===== src/rtl/tx_unpack.sv =====
// Transmit-side channel demultiplexer: drains interleaved 16-bit samples from a
// show-ahead FIFO, stages one frame of N words and releases it on the sample strobe.
module tx_unpack (
    input  logic        clk,
    input  logic        reset_n,
    input  logic        enable,
    input  logic        strobe,
    input  logic [3:0]  channels,
    input  logic        clear_status,
    input  logic [15:0] fifo_q,
    input  logic        fifo_empty,
    input  logic [11:0] fifo_usedw,
    output logic        fifo_rdreq,
    output logic [15:0] ch_0,
    output logic [15:0] ch_1,
    output logic [15:0] ch_2,
    output logic [15:0] ch_3,
    output logic [15:0] ch_4,
    output logic [15:0] ch_5,
    output logic [15:0] ch_6,
    output logic [15:0] ch_7,
    output logic        sample_valid,
    output logic        underrun,
    output logic [15:0] debugbus
);

    localparam int unsigned DATA_W = 16;
    localparam int unsigned MAX_CH = 8;
    localparam int unsigned LEVEL_W = 12;
    localparam int unsigned CNT_W = 4;

    typedef enum logic [1:0] {
        IDLE  = 2'd0,
        LOAD  = 2'd1,
        READY = 2'd2
    } state_t;

    state_t             state;
    logic [CNT_W-1:0]   idx;
    logic [CNT_W-1:0]   n;
    logic [DATA_W-1:0]  stage [MAX_CH];
    logic [DATA_W-1:0]  ch    [MAX_CH];
    logic [CNT_W-1:0]   ch_clamp;
    logic               start;
    logic               underrun_set;

    assign ch_clamp     = (channels > CNT_W'(MAX_CH)) ? CNT_W'(MAX_CH) : channels;
    assign start        = (ch_clamp != '0) && (fifo_usedw >= LEVEL_W'(ch_clamp));
    assign underrun_set = strobe && enable && (n != '0) && (state != READY);

    // Head word is consumed in the same cycle it is captured; never read an empty FIFO.
    assign fifo_rdreq = enable && (state == LOAD) && !fifo_empty;

    assign ch_0 = ch[0];
    assign ch_1 = ch[1];
    assign ch_2 = ch[2];
    assign ch_3 = ch[3];
    assign ch_4 = ch[4];
    assign ch_5 = ch[5];
    assign ch_6 = ch[6];
    assign ch_7 = ch[7];

    always_ff @(posedge clk or negedge reset_n) begin
        if (!reset_n) begin
            state        <= IDLE;
            idx          <= '0;
            n            <= '0;
            sample_valid <= 1'b0;
            underrun     <= 1'b0;
            debugbus     <= '0;
            for (int i = 0; i < int'(MAX_CH); i++) begin
                stage[i] <= '0;
                ch[i]    <= '0;
            end
        end else begin
            sample_valid <= 1'b0;
            debugbus     <= {4'b0000, fifo_rdreq, underrun, n, idx, state};

            // Sticky flag: a new underrun outranks a same-cycle clear.
            if (underrun_set) begin
                underrun <= 1'b1;
            end else if (clear_status) begin
                underrun <= 1'b0;
            end

            if (!enable) begin
                state <= IDLE;
                idx   <= '0;
                for (int i = 0; i < int'(MAX_CH); i++) begin
                    stage[i] <= '0;
                    ch[i]    <= '0;
                end
            end else begin
                if (underrun_set) begin
                    for (int i = 0; i < int'(MAX_CH); i++) begin
                        ch[i] <= '0;
                    end
                end

                case (state)
                    IDLE: begin
                        if (start) begin
                            state <= LOAD;
                            idx   <= '0;
                            n     <= ch_clamp;
                        end
                    end
                    LOAD: begin
                        // An empty head stalls the read and holds the word index.
                        if (fifo_rdreq) begin
                            stage[idx[2:0]] <= fifo_q;
                            if (idx == n - CNT_W'(1)) begin
                                state <= READY;
                                idx   <= '0;
                            end else begin
                                idx <= idx + CNT_W'(1);
                            end
                        end
                    end
                    READY: begin
                        if (strobe) begin
                            for (int i = 0; i < int'(MAX_CH); i++) begin
                                ch[i] <= (CNT_W'(i) < n) ? stage[i] : '0;
                            end
                            sample_valid <= 1'b1;
                            state        <= IDLE;
                        end
                    end
                    default: state <= IDLE;
                endcase
            end
        end
    end

endmodule


===== config.mk =====
export PLATFORM = sky130hd
export DESIGN_NAME = tx_unpack
export DESIGN_NICKNAME = d
export VERILOG_FILES = /design/src/rtl/tx_unpack.sv
export SDC_FILE = /design/constraint.sdc
export NUM_CORES = 1
export LEC_CHECK = 0
export CORE_MARGIN = 2
export CORE_UTILIZATION = 57
export CTS_CLUSTER_SIZE = 25
export DETAILED_ROUTE_END_ITERATION = 8
export DONT_BUFFER_PORTS = 1
export GPL_ROUTABILITY_DRIVEN = 1
export HOLD_SLACK_MARGIN = 0.08
export PLACE_DENSITY = 0.75
export SYNTH_ARGS = -nofsm -noshare
export SYNTH_HDL_FRONTEND = slang
export SYNTH_SLANG_ARGS = --single-unit

===== constraint.sdc =====
create_clock -name clk -period 1.7 [get_ports clk]
set_input_delay 0.255 -clock clk [delete_from_list [all_inputs] [get_ports clk]]
set_output_delay 0.255 -clock clk [all_outputs]
set_load 0.05 [all_outputs]

== Yosys cells after proc, flatten, opt, wreduce, memory -nomap -nowiden ==
Cells that the tools add are included.

* Output and inout bits: 147
* Bits of input ports: 38
* Word-level logic and storage cells: 99
* Register bits: 280

* Order comparisons: 12
* Reductions and logical operators: 16
* Equality and inequality tests: 11
* Bitwise gates (word level): 1
* $add $sub $neg: 2
* Mux-type cells: 35

{| class="wikitable"
|+ Operators with widths
! cell !! number
|-
| $mux W128 || 7
|-
| $mux W16 || 9
|-
| $bwmux W128 || 1
|-
| $demux W16 S3 || 1
|-
| $mux W4 || 5
|-
| $lt A3 B4 Y1 const A || 4
|-
| $ge A12 B4 Y1 || 1
|-
| $mux W2 || 5
|-
| $ne A3 B3 Y1 const B || 3
|-
| $lt A1 B4 Y1 const A || 2
|-
| $lt A2 B4 Y1 const A || 2
|-
| $pmux W4 S2 || 1
|-
| $reduce_bool A4 Y1 || 2
|-
| $logic_and A1 B1 Y1 || 7
|-
| $pmux W2 S3 || 1
|-
| $reduce_and A3 Y1 || 2
|-
| $mux W1 || 5
|-
| $add A4 B1 Y4 const B || 1
|-
| $eq A4 B4 Y1 || 1
|-
| $ge A4 B4 Y1 const B || 1
|-
| $gt A4 B4 Y1 const B || 1
|-
| $lt A4 B1 Y1 const B || 1
|-
| $ne A2 B1 Y1 const B || 2
|-
| $not A3 Y4 || 1
|-
| 11 further kinds || 11
|}

== Logic depth before layout (Yosys ltp) ==
Gate-level depths: netlist of the first run.

* Word-level depth: 9
* Mapped depth: 9
* Mapped depth without buffers: 8

== Worst setup path after synthesis of the first run ==
OpenSTA, ideal clock, no wires.

* Path kind: input -> register
* From: input channels[0]
* To: register idx[0]
* Stages: 7
* Path slack: -0.237 ns
* Arrival: 1.813 ns
* Buffers on the path: 0
* Required time: 1.575 ns
* Setup time: 0.125 ns
* Cell sequence: nor2b_1 > ha_1 > or3b_1 > o2111ai_1 > nand4_2 > o21ai_2 > mux2_2

* Longest elaborated chain between the ends: 6
* Elaborated cells between the ends (all ways): 7
* Classes of those cells: 2 x order compare; 1 x eq/ne; 1 x mux; 3 x reduce/logical

{| class="wikitable"
|+ RTL lines
! item !! line !! source
|-
| from (decl) || 8 || <nowiki>input logic [3:0] channels,</nowiki>
|-
| $gt A4 B4 Y1 || 47 || <nowiki>assign ch_clamp = (channels > CNT_W'(MAX_CH)) ? CNT_W'(MAX_CH) : channels;</nowiki>
|-
| $mux W4 (*) || 47 ||
|-
| $ge A12 B4 Y1 or $reduce_bool A4 Y1 (tied branches) || 48 || <nowiki>assign start = (ch_clamp != '0) && (fifo_usedw >= LEVEL_W'(ch_clamp));</nowiki>
|-
| $logic_and A1 B1 Y1 (*) || 48 ||
|-
| $ne A3 B3 Y1 (no line) (*) || -- ||
|-
| $reduce_and A3 Y1 (no line) (*) || -- ||
|-
| to (signal assigned) || 116 || <nowiki>idx <= idx + CNT_W'(1);</nowiki>
|-
| to (decl) || 39 || <nowiki>logic [CNT_W-1:0] idx;</nowiki>
|}

Every way passes the cells marked *; elsewhere a longest branch is shown, timed or not.
A chain may end at the register's enable or synchronous reset.

== Final worst setup path of the first run ==
* From: register state[1]
* To: register ch (netlist bit ch_2[2])

* Longest elaborated chain between the ends: 6
* Elaborated cells between the ends (all ways): 7
* Classes of those cells: 2 x eq/ne; 4 x mux; 1 x reduce/logical

{| class="wikitable"
|+ RTL lines
! item !! line !! source
|-
| from (decl) || 38 || <nowiki>state_t state;</nowiki>
|-
| from (signal assigned) || 65 || <nowiki>state <= IDLE;</nowiki>
|-
| from (signal assigned) || 87 || <nowiki>state <= IDLE;</nowiki>
|-
| from (signal assigned) || 103 || <nowiki>state <= LOAD;</nowiki>
|-
| $ne A2 B2 Y1 || 49 || <nowiki>assign underrun_set = strobe && enable && (n != '0) && (state != READY);</nowiki>
|-
| $logic_and A1 B1 Y1 || 49 ||
|-
| $mux W128 || 94 || <nowiki>if (underrun_set) begin</nowiki>
|-
| $mux W128 || 121 || <nowiki>if (strobe) begin</nowiki>
|-
| $mux W128 (*) || 100 || <nowiki>case (state)</nowiki>
|-
| $mux W128 (*) || 86 || <nowiki>if (!enable) begin</nowiki>
|-
| to (signal, indexed assignment) || 123 || <nowiki>ch[i] <= (CNT_W'(i) < n) ? stage[i] : '0;</nowiki>
|-
| to (decl) || 42 || <nowiki>logic [DATA_W-1:0] ch [MAX_CH];</nowiki>
|}

Marks and branches as above.

==> summary.md, run 1 <==
| Metric | Value |
|---|---|
| Status | complete, but fails checks |
| Failing checks | negative hold slack, negative setup slack |
| Final Max Tran Viols | 0 |
| # diodes | 0 |
| Vias in the first global route | between 7k and 8k |
| Worst R2R Start | state[1] |
| Total CTS buffers | 27 |
| Tightest Hold Check Type | in -> async |
| Worst Path Arrival | 2.28 ns |
| Synth cell types | a little under 60 |
| Syn Area/Cell | 14.5 um2 |
| CP required | 2.15 ns |
| Final period utilization | 1.08 |
| Least-Margin Pin Slew | 0.730 ns |
| Die width | 141 um |
| DR WL/cell | 29.3 um |
| Core Box Area | 18,100 um2 |
| Worst-path clk slew | 0.07 ns |
| Total power draw | 0.0171 W |
| CP bufs+invs | 4 |
| Top FF cell, synth | dfrtp_1 |
| Reg2reg path depth | 8 |
| End point of the critical path | ch_2[2] |
| I/O Buffers | 0 |
| Critical Path Stages | 8 |
| Final setup skew | 0.0131 ns |
| Critical Path Source Type | flip-flop |
| DRC violations left | 0 |
| Post-DP HPWL | 17.1 mm |
| Fin util | 0.719 |
| Largest net degree at the start of global routing | 281 |
| Clk root buf | clkbuf_16 |
| Top cells by area, synth | dfrtp_1, a22o_1, buf_2 |
| Nets | 861 |
| Clock Path Buffers | 3 |
| Fmax | 546 MHz |
| Pwr dens | 1310 nW/um2 |
| FF-to-FF End | ch_2[2] |
| Congestion Overflow GR | 0 |
| Mapped Cells | roughly 740 |
| Max_slew headroom | 0.511 |
| CP Capture Type | flip-flop |
| Hold-fix buffers, CTS | 9 |
| Final hold violations | 280 |
| Post-synth EDFFs | 0 |
| Post-synth ARST share | 1.00 |
| Final WS setup | -0.131 ns |
| Slowest cell delay on critical path | 0.40 ns |
| Crit. Startpoint | state[1] |
| Row Count | 49 |
| Fin crit period | 1.83 ns |
| Share of layout cells above drive strength 1 | 0.250 |
| Initial DRT Pass Iterations | 4 |
| Setup violations, final | 86 |
| Sequential area share after synthesis | 0.659 |
| Placer Congestion | 0.907 |
| Post-synth top area share | 0.659 |
| Combinational power share | 0.196 |
| Share of power burned in registers | 0.444 |
| CTS tree | done |
| First-pass GRT wire length | 43.2 mm |
| Slowest CP cell | dfrtp_1 |
| Internal | 0.0122 W |
| Worst-path fanout max | 8 |
| Post-route ant nets | 0 |
| Worst skew pair latency | roughly 0.53 ns |
| Net Sw Power | 0.00491 W |
| Worst IR Drop VDD | 0.000914 V |
| Clock power share | 0.360 |
| Die area | 19,800 um2 |
| Final WL | 31.1 mm |
| Design area | 13,000 um2 |
| H-Tree Depth | 1 |
| Starting Density | 0.586 |
| Worst-path cell chain | buf_4, and2b_4, buf_6, o21ai_4, and2_4, buf_12, clkbuf_16, a22o_1 |
| Vias per cell | 6.70 |
| Synthesized cell area | 10,600 um2 |
| Slack of the worst reg-to-reg path | -0.13 ns |
| Leakage | 6.33 nW |
| Ports | 185 |
| Max Cap Viol | 0 |
| Total GRT Usage | 0.287 |
| Via count | 7,119 |
| TNS Setup | -5.33 ns |
| Worst hold slack | -0.587 ns |
| Die Ht | 141 um |
| Critical path class | reg -> reg |
| Switching part of the total | 0.287 |
| P&R area growth vs syn | 22.7% |
| Synthesized flop and latch total | 280 |
| # clock sinks | 280 |
| Top cells by count, synth | dfrtp_1, a22o_1, buf_2 |
| Initial antenna violation count | 0 |
| RSZ-0062 raised after global routing | yes |
| Synth area leader | dfrtp_1 |
| DR iter-0 viols | 569 |
| Ys Warns | 0 |
| CP delay by family, top | buffers and inverters |
| Post-place instance area | roughly 11,000 um2 |
| Most frequent cell after synthesis | dfrtp_1 |
-- final cells by class --
type                       instances  area (um2)
sequential                       280        7010
inverter                          12        45.0
clock buffer                      38         787
multi-input combinational        378        3390
tap                              229         287
timing repair buffer             116        1390
clock inverter                     9         135
fill                            1155        5100
-- worst min-delay path by stage --
stage          slack [ns]  depth (start not counted)    start   endpoint
2_1_floorplan       -0.04                          0  reset_n    ch_0[0]
3_3_place_gp        -0.03                          0  reset_n    ch_1[6]
3_5_place_dp        -0.03                          0  reset_n    ch_1[6]
4_1_cts             -0.59                          0  reset_n    ch_1[9]
5_1_grt             -0.60                          0  reset_n  stage[96]
6_report            -0.59                          0  reset_n   ch_1[14]
-- per-layer routing --
| metal | vias up | global-route usage | share of wire |
|---|---|---|---|
| li1 | 2951 | - | - |
| met1 | 3681 | 0.391 | 0.38 |
| met2 | 409 | 0.447 | 0.49 |
| met3 | 78 | 0.0734 | 0.096 |
| met4 | 0 | 0.123 | 0.033 |
| met5 | - | 0 | 0 |
-- state kept, by name, summed over array words and instances, names as in the netlist --
name and flops:
ch_0 16, ch_1 16, ch_2 16, ch_3 16, ch_4 16, ch_5 16
ch_6 16, ch_7 16, debugbus 12, idx 4, n 4, sample_valid 1
stage 128, state 2, underrun 1
-- kinds of logic (layout without fill, tap and decap cells) --
logic type	count (synthesis)	in the layout	share of synthesized area
other	1	4	0.000353
flip-flops	280	280	0.659
adder cells (fa/ha/maj)	8	8	0.00941
XOR/XNOR	5	5	0.00553
AO/OA/AOI/OAI	289	291	0.237
buffers and inverters	83	175	0.0431
multiplexers	5	5	0.00506
AND/OR/NAND/NOR	64	65	0.0407
-- repair_timing --
item / in CTS / in global routing
setup buffers: 1 / 16
resized for setup: 10 / 45
pin swaps: 4 / 26
hold endpoints to repair: 303 / 280
gates cloned: 1 / 16
setup endpoints to repair: 81 / 241
-- through the flow --
stage          hold slack (ns)  std cells  setup slack [ns]
3_5_place_dp           -0.0320        972            -0.260
3_3_place_gp           -0.0315        972            -0.173
2_1_floorplan          -0.0406        738            -0.137
5_1_grt                 -0.605       1062            -0.176
6_report                -0.587       1062            -0.131
4_1_cts                 -0.595       1030            -0.180
-- worst reg2reg max path: cells and delay by family, from the launching register on --
family | cells | cell delay (ns)
AO/OA/AOI/OAI | 2 | 0.30
buffers and inverters | 4 | 0.63
AND/OR/NAND/NOR | 2 | 0.42
flip-flops | 1 | 0.40
-- power by group through the flow --
stage | clock [W] | combinational, W | sequential [W]
final | 0.00617 | 0.00336 | 0.00760
after global routing | 0.00651 | 0.00351 | 0.00762
after CTS | 0.00620 | 0.00255 | 0.00759
after detailed placement | 0 | 0.00243 | 0.00771
after global placement | 0 | 0.00233 | 0.00770
after floorplan | 0 | 0.00152 | 0.00762
-- cells in the final DEF, fill, tap and decap left out, drive strengths merged, types with 9 or more instances in the layout --
cell,instances
a21boi,9
a22o,243
a32o,9
and2,18
buf,99
clkbuf,46
dfrtp,280
dlygate4sd3,9
inv,13
nor2,9
Note: power is estimated with default switching activity, not from simulation.
==> inputs of run 2 (changes only) <==
--- a/constraint.sdc
+++ b/constraint.sdc
@@ -3,2 +3,2 @@
 set_output_delay 0.255 -clock clk [all_outputs]
-set_load 0.05 [all_outputs]
+set_load 0.02 [all_outputs]
==> run 2 against run 1 <==
- the run still ends with negative hold slack, negative setup slack left
- hold slack worse by 0.012 ns
- register-to-register slack gained 0.05 ns
- core utilization fell by 0.069 points
- first-iteration DRC count grew 5.4%
- non-clock buffer count up 4
- highest routed layer unchanged
==> summary.md, run 2 (synthesis results as in run 1) <==
| Metric | Value |
|---|---|
| Post-place instance area | 11,300 um2 (-0.26%) |
| Worst IR Drop VDD | 0.000884 V (-3.3%) |
| # diodes | 0 (unchanged) |
| Share of power burned in registers | 0.443 (about the same) |
| Tightest Hold Check Type | in -> async |
| Share of layout cells above drive strength 1 | 0.243 (-0.00717) |
| DRC violations left | 0 (unchanged) |
| Die Ht | 141 um (unchanged) |
| Reg2reg path depth | 7 (-1) |
| Die width | 141 um (unchanged) |
| Via count | 7,244 (+1.8%) |
| Combinational power share | 0.201 (+0.005) |
| Worst skew pair latency | 0.54 ns (about the same) |
| Worst hold slack | -0.600 ns (-0.0124 ns) |
| P&R area growth vs syn | 22.5% (about the same) |
| Crit. Startpoint | state[1] |
| Core Box Area | 18,100 um2 (unchanged) |
| Placed Instances | 967 (-0.51%) |
| Critical Path Source Type | flip-flop |
| Final period utilization | 1.06 (-0.0165) |
| Max_slew headroom | 0.527 (+0.0157) |
| Worst R2R Start | state[1] |
| Post-DP HPWL | 17.0 mm (-0.65%) |
| Setup violations, final | 118 (+37%) |
| CP Capture Type | output port |
| H-Tree Depth | 1 (unchanged) |
| Worst-path clk slew | 0.06 ns (about the same) |
| Total power draw | 0.0167 W (-2.7%) |
| Final setup skew | 0.0236 ns (+0.0104 ns) |
| Worst-path fanout max | 10 (+2) |
| Status | complete, but fails checks |
| CTS tree | done |
| Clock Path Buffers | 3 (unchanged) |
| Placer Congestion | 0.886 (-2.3%) |
| RSZ-0062 raised after global routing | yes |
| Total CTS buffers | 27 (unchanged) |
| Pwr dens | 1280 nW/um2 (-2.6%) |
| Most common cell after layout, fill and taps aside | dfrtp_1 |
| Net Sw Power | 0.00464 W (-5.5%) |
| Max reg flops | 128 (unchanged) |
| Final hold violations | 280 (unchanged) |
| Fillers | 1,161 (+0.52%) |
| Largest reg by FF count | stage |
| Failing checks | negative hold slack, negative setup slack |
| Vias per cell | 6.80 (+1.4%) |
| FF-to-FF End | ch_2[0] |
| Ports | 185 (unchanged) |
| Design area | 13,000 um2 (about the same) |
| Slack of the worst reg-to-reg path | -0.08 ns (+0.05 ns) |
| Starting Density | 0.586 (unchanged) |
| First-pass GRT wire length | 43.0 mm (-0.58%) |
| Commonest non-fill, non-tap cells in the layout | dfrtp_1, a22o_1, buf_4 |
| Least-Margin Pin Slew | 0.705 ns (-0.0253 ns) |
| Leakage | 6.34 nW (+0.14%) |
| Largest net degree at the start of global routing | 281 (unchanged) |
| DR WL/cell | 29.0 um (-1.0%) |
| Congestion Overflow GR | 0 (unchanged) |
| Die area | 19,800 um2 (unchanged) |
| Hold-fix buffers, CTS | 11 (+2) |
| Total GRT Usage | 0.284 (-0.00351) |
| Final WS setup | -0.103 ns (+0.0280 ns) |
| Clk root buf | clkbuf_16 |
| End point of the critical path | fifo_rdreq |
| Fmax | 555 MHz (+1.6%) |
| DR iter-0 viols | 600 (+5.4%) |
| Final WL | 30.9 mm (-0.67%) |
| Fin crit period | 1.80 ns (-0.0280 ns) |
| I/O Buffers | 0 (unchanged) |
| Post-route ant nets | 0 (unchanged) |
| Switching part of the total | 0.278 (-0.00835) |
| Clock power share | 0.356 (-0.004) |
| Worst Path Arrival | 1.55 ns (-0.73 ns) |
| Critical path class | reg -> out |
| CP required | 1.44 ns (-0.71 ns) |
| Vias in the first global route | 7,078 (-2.3%) |
| Initial antenna violation count | 0 (unchanged) |
| Nets | 865 (+0.46%) |
| Fin util | 0.718 (about the same) |
| # clock sinks | 280 (unchanged) |
| Row Count | 49 (unchanged) |
| Final Max Tran Viols | 0 (unchanged) |
| Initial DRT Pass Iterations | 4 (unchanged) |
| Max Cap Viol | 0 (unchanged) |
| Final std cells w/o fill | 1,066 (+0.38%) |
| Internal | 0.0120 W (-1.6%) |
==> run 2: changes by cell type in the layout (fill, tap and decap cells not counted), moves of 2 or more <==
cell / delta
and2_4: -8
and2_1: +7
clkbuf_1: +4
buf_12: -2
buf_6: +2
clkbuf_8: -2
clkinvlp_4: -2
nor2_2: -2
==> run 2: how the worst min path moves through the flow <==
stage | start | endpoint | cells past startpoint
floorplan | reset_n | ch_0[0] | 0
global placement | reset_n | ch_1[6] | 0
detailed placement | reset_n | ch_1[6] | 0
CTS | reset_n | ch_3[4] | 0
global route | reset_n | ch_1[12] | 0
finish | reset_n | ch_1[12] | 0
==> run 2: area by class of cell <==
| class | count | area [um2] | share of cell area |
|---|---|---|---|
| timing repair buffer | 120 | 1430 | 0.109 |
| sequential | 280 | 7010 | 0.538 |
| clock buffer | 40 | 774 | 0.0594 |
| multi-input combinational | 378 | 3390 | 0.260 |
| tap | 229 | 287 | 0.0220 |
| clock inverter | 7 | 95.1 | 0.00730 |
| inverter | 12 | 45.0 | 0.00346 |
==> run 2: power groups by stage <==
stage | clock [W] | combinational (W) | sequential (W)
CTS | 0.00597 | 0.00252 | 0.00738
finish | 0.00594 | 0.00336 | 0.00738
global route | 0.00628 | 0.00350 | 0.00740
floorplan | 0 | 0.00150 | 0.00738
global placement | 0 | 0.00226 | 0.00747
detailed placement | 0 | 0.00233 | 0.00748
==> run 2: what timing repair did <==
| item | in CTS | in global routing |
|---|---|---|
| gates cloned | 2 | 15 |
| endpoints found under the hold margin | 304 | 280 |
| pin swaps | 5 | 95 |
| buffers inserted | 4 | 20 |
| endpoints found under the setup margin | 62 | 231 |
| gates resized for setup | 18 | 34 |
==> run 2: critical path, stage by stage (launching register included) <==
cell      delay (ns)
dfrtp_1         0.42
nand3b_1        0.24
nor2_4          0.18
buf_12          0.16
==> run 2: layer usage <==
metal | global-route usage | up-vias | wire [um]
li1 | - | 2958 | -
met1 | 0.395 | 3776 | 11900
met2 | 0.434 | 417 | 14700
met3 | 0.0754 | 93 | 2840
met4 | 0.111 | 0 | 1360
met5 | 0 | - | 0
==> run 2: per-stage QoR <==
step,setup WS (ns),TNS [ns]
2_1_floorplan,-0.137,-0.308
3_3_place_gp,-0.175,-3.26
3_5_place_dp,-0.234,-7.21
4_1_cts,-0.0742,-0.224
5_1_grt,-0.139,-9.00
6_report,-0.103,-4.05
==> inputs of run 3 (changes only) <==
Settings changed: CORE_MARGIN 2 to 4, SETUP_SLACK_MARGIN set to 0.15.
==> run 3 against run 2 <==
- the flow still finishes with violations (negative hold slack, negative setup slack)
- clock-buffer cell count shrank 4
- non-clock buffer count grew 30
- via count grew 3.4%
- maximum frequency shrank 1.0%
- die area grew 5.8%
- core utilization grew 4.8 points
- sequential cell count is the same
==> summary.md, run 3 (synthesis results as in run 1) <==
| Metric | Value |
|---|---|
| Total GRT Usage | 0.296 (+0.0122) |
| DR iter-0 viols | 540 (-10%) |
| Worst-path clk slew | 0.07 ns (about the same) |
| Post-place instance area | 11,400 um2 (+0.28%) |
| Met2 GRT Util | 0.474 (+0.0396) |
| Critical Path Source Type | flip-flop |
| Worst skew pair latency | 0.53 ns (about the same) |
| Worst R2R Start | n[0] |
| DR WL/cell | 30.6 um (+5.5%) |
| Post-route ant nets | 0 (unchanged) |
| Status | complete, but fails checks |
| Largest reg by FF count | stage |
| CP most frequent cell | buf_12 |
| Fillers | 1,022 (-12%) |
| Fin util | 0.766 (+0.0478) |
| # diodes | 0 (unchanged) |
| Worst IR Drop VDD | 0.000886 V (+0.20%) |
| P&R area growth vs syn | 30.7% |
| Vias per cell | 6.84 (+0.63%) |
| Leakage | 6.70 nW (+5.7%) |
| Die area | 20,900 um2 (+5.8%) |
| Design area | 13,900 um2 (+6.7%) |
| DRC violations left | 0 (unchanged) |
| Multi-input logic area | 3540 um2 (+4.2%) |
| Ports | 185 (unchanged) |
| Tightest Hold Check Type | in -> async |
| Worst hold slack | -0.578 ns (+0.0219 ns) |
| Least-Margin Pin Slew | 0.673 ns (-0.0318 ns) |
| Die width | 145 um (+2.8%) |
| Die Ht | 145 um (+2.8%) |
| Fmax | 549 MHz (-1.0%) |
| CP Capture Type | flip-flop |
| Max Cap Viol | 0 (unchanged) |
| Final Max Tran Viols | 0 (unchanged) |
| Starting Density | 0.586 (unchanged) |
| Final WS setup | -0.121 ns (-0.0182 ns) |
| Worst Path Arrival | 2.23 ns (+0.68 ns) |
| Congestion Overflow GR | 0 (unchanged) |
| Worst-path fanout max | 5 (-5) |
| Most common cell after layout, fill and taps aside | dfrtp_1 |
| Largest net degree at the start of global routing | 281 (unchanged) |
| Slowest CP cell | dfrtp_2 |
| Total CTS buffers | 28 (+3.7%) |
| Final WL | 33.5 mm (+8.4%) |
| Top Usage Layer GRT | met2 |
| End point of the critical path | ch_7[5] |
| Pwr dens | 1280 nW/um2 (about the same) |
| CTS tree | done |
| Share of layout cells above drive strength 1 | 0.304 (+0.0612) |
| Post-DP HPWL | 17.2 mm (+1.0%) |
| Worst-path cell chain | inv_2, ha_4, buf_12, nand2_4, o21ai_2, and2_4, buf_12, buf_12, buf_16, a22o_1 |
| Met3 Use GR | 0.0800 (+0.00462) |
| I/O Buffers | 0 (unchanged) |
| Total power draw | 0.0178 W (+6.6%) |
| Clk root buf | clkbuf_16 |
| H-Tree Depth | 1 (unchanged) |
| Max_slew headroom | 0.550 (+0.0224) |
| Placer Congestion | 0.913 (+3.0%) |
| Fin crit period | 1.82 ns (+0.0182 ns) |
| Critical path class | reg -> reg |
| RSZ-0062 raised after global routing | yes |
| Row Count | 49 (unchanged) |
| CP required | 2.11 ns (+0.67 ns) |
| Max reg flops | 128 (unchanged) |
| Register Area | 7010 um2 (unchanged) |
| Failing checks | negative hold slack, negative setup slack |
| FF-to-FF End | ch_7[5] |
| Setup violations, final | 197 (+67%) |
| Clock Path Buffers | 3 (unchanged) |
| Reg2reg path depth | 10 (+3) |
| Commonest non-fill, non-tap cells in the layout | dfrtp_1, a22o_1, buf_4 |
| Core Box Area | 18,100 um2 (unchanged) |
| Final period utilization | 1.07 (+0.0107) |
| Final hold violations | 280 (unchanged) |
| Vias in the first global route | 7,572 (+7.0%) |
| Slowest cell delay on critical path | 0.39 ns (-0.03 ns) |
| Initial DRT Pass Iterations | 5 (+1) |
| Final setup skew | 0.0168 ns (-0.00673 ns) |
| Nets | 895 (+3.5%) |
| Via count | 7,488 (+3.4%) |
| # clock sinks | 280 (unchanged) |
| Slack of the worst reg-to-reg path | -0.12 ns (-0.04 ns) |
| Initial antenna violation count | 0 (unchanged) |
| M1 GR Usage | 0.377 (-0.0190) |
| Crit. Startpoint | n[0] |
| First-pass GRT wire length | 46.6 mm (+8.3%) |
run 3: routing by layer:
metal / up-vias / part of all wire
li1: 3039 / -
met1: 3902 / 0.37
met2: 428 / 0.49
met3: 119 / 0.087
met4: 0 / 0.055
met5: - / 0
run 3: worst min-delay path by stage:
stage               slack [ns]  startpoint         to  cells after the start
floorplan                -0.04     reset_n    ch_0[0]                      0
global placement         -0.03     reset_n    ch_1[6]                      0
detailed placement       -0.03     reset_n    ch_1[6]                      0
CTS                      -0.59     reset_n  stage[79]                      0
global route             -0.60     reset_n   ch_1[12]                      0
finish                   -0.58     reset_n    ch_1[7]                      0
run 3: final cells by class:
type / count / area share
clock buffers: 36 / 0.0570
clock inverters: 11 / 0.00675
inverters: 12 / 0.00324
multi-input cells: 377 / 0.255
flip-flops and latches: 280 / 0.505
well taps: 229 / 0.0206
repair buffers: 150 / 0.153
run 3: power breakdown:
part	total [W]	switching, W	internal, W
clock network	0.00594	0.00251	0.00343
logic	0.00447	0.00215	0.00232
registers	0.00736	0.000396	0.00697
run 3: critical path: cells and delay by family (launching register included):
family,cells,cell delay (ns)
buffers and inverters,5,0.60
flip-flops,1,0.39
AO/OA/AOI/OAI,2,0.31
AND/OR/NAND/NOR,2,0.21
adder cells (fa/ha/maj),1,0.18
run 3: metrics by stage:
stage | setup WS, ns | TNS, ns | cells
after detailed placement | -0.265 | -10.66 | 961
after CTS | -0.0600 | -1.04 | 1064
after floorplan | -0.137 | -0.310 | 738
final | -0.121 | -11.25 | 1095
after global routing | -0.170 | -18.77 | 1095
after global placement | -0.158 | -5.04 | 961
run 3: timing repair:
action | in CTS | in global routing
endpoints found under the hold margin | 302 | 285
resized for setup | 75 | 52
hold buffers | 8 | 2
setup endpoints to repair | 228 | 268
gates cloned | 12 | 16
pin swaps | 118 | 97
buffers inserted | 36 | 13
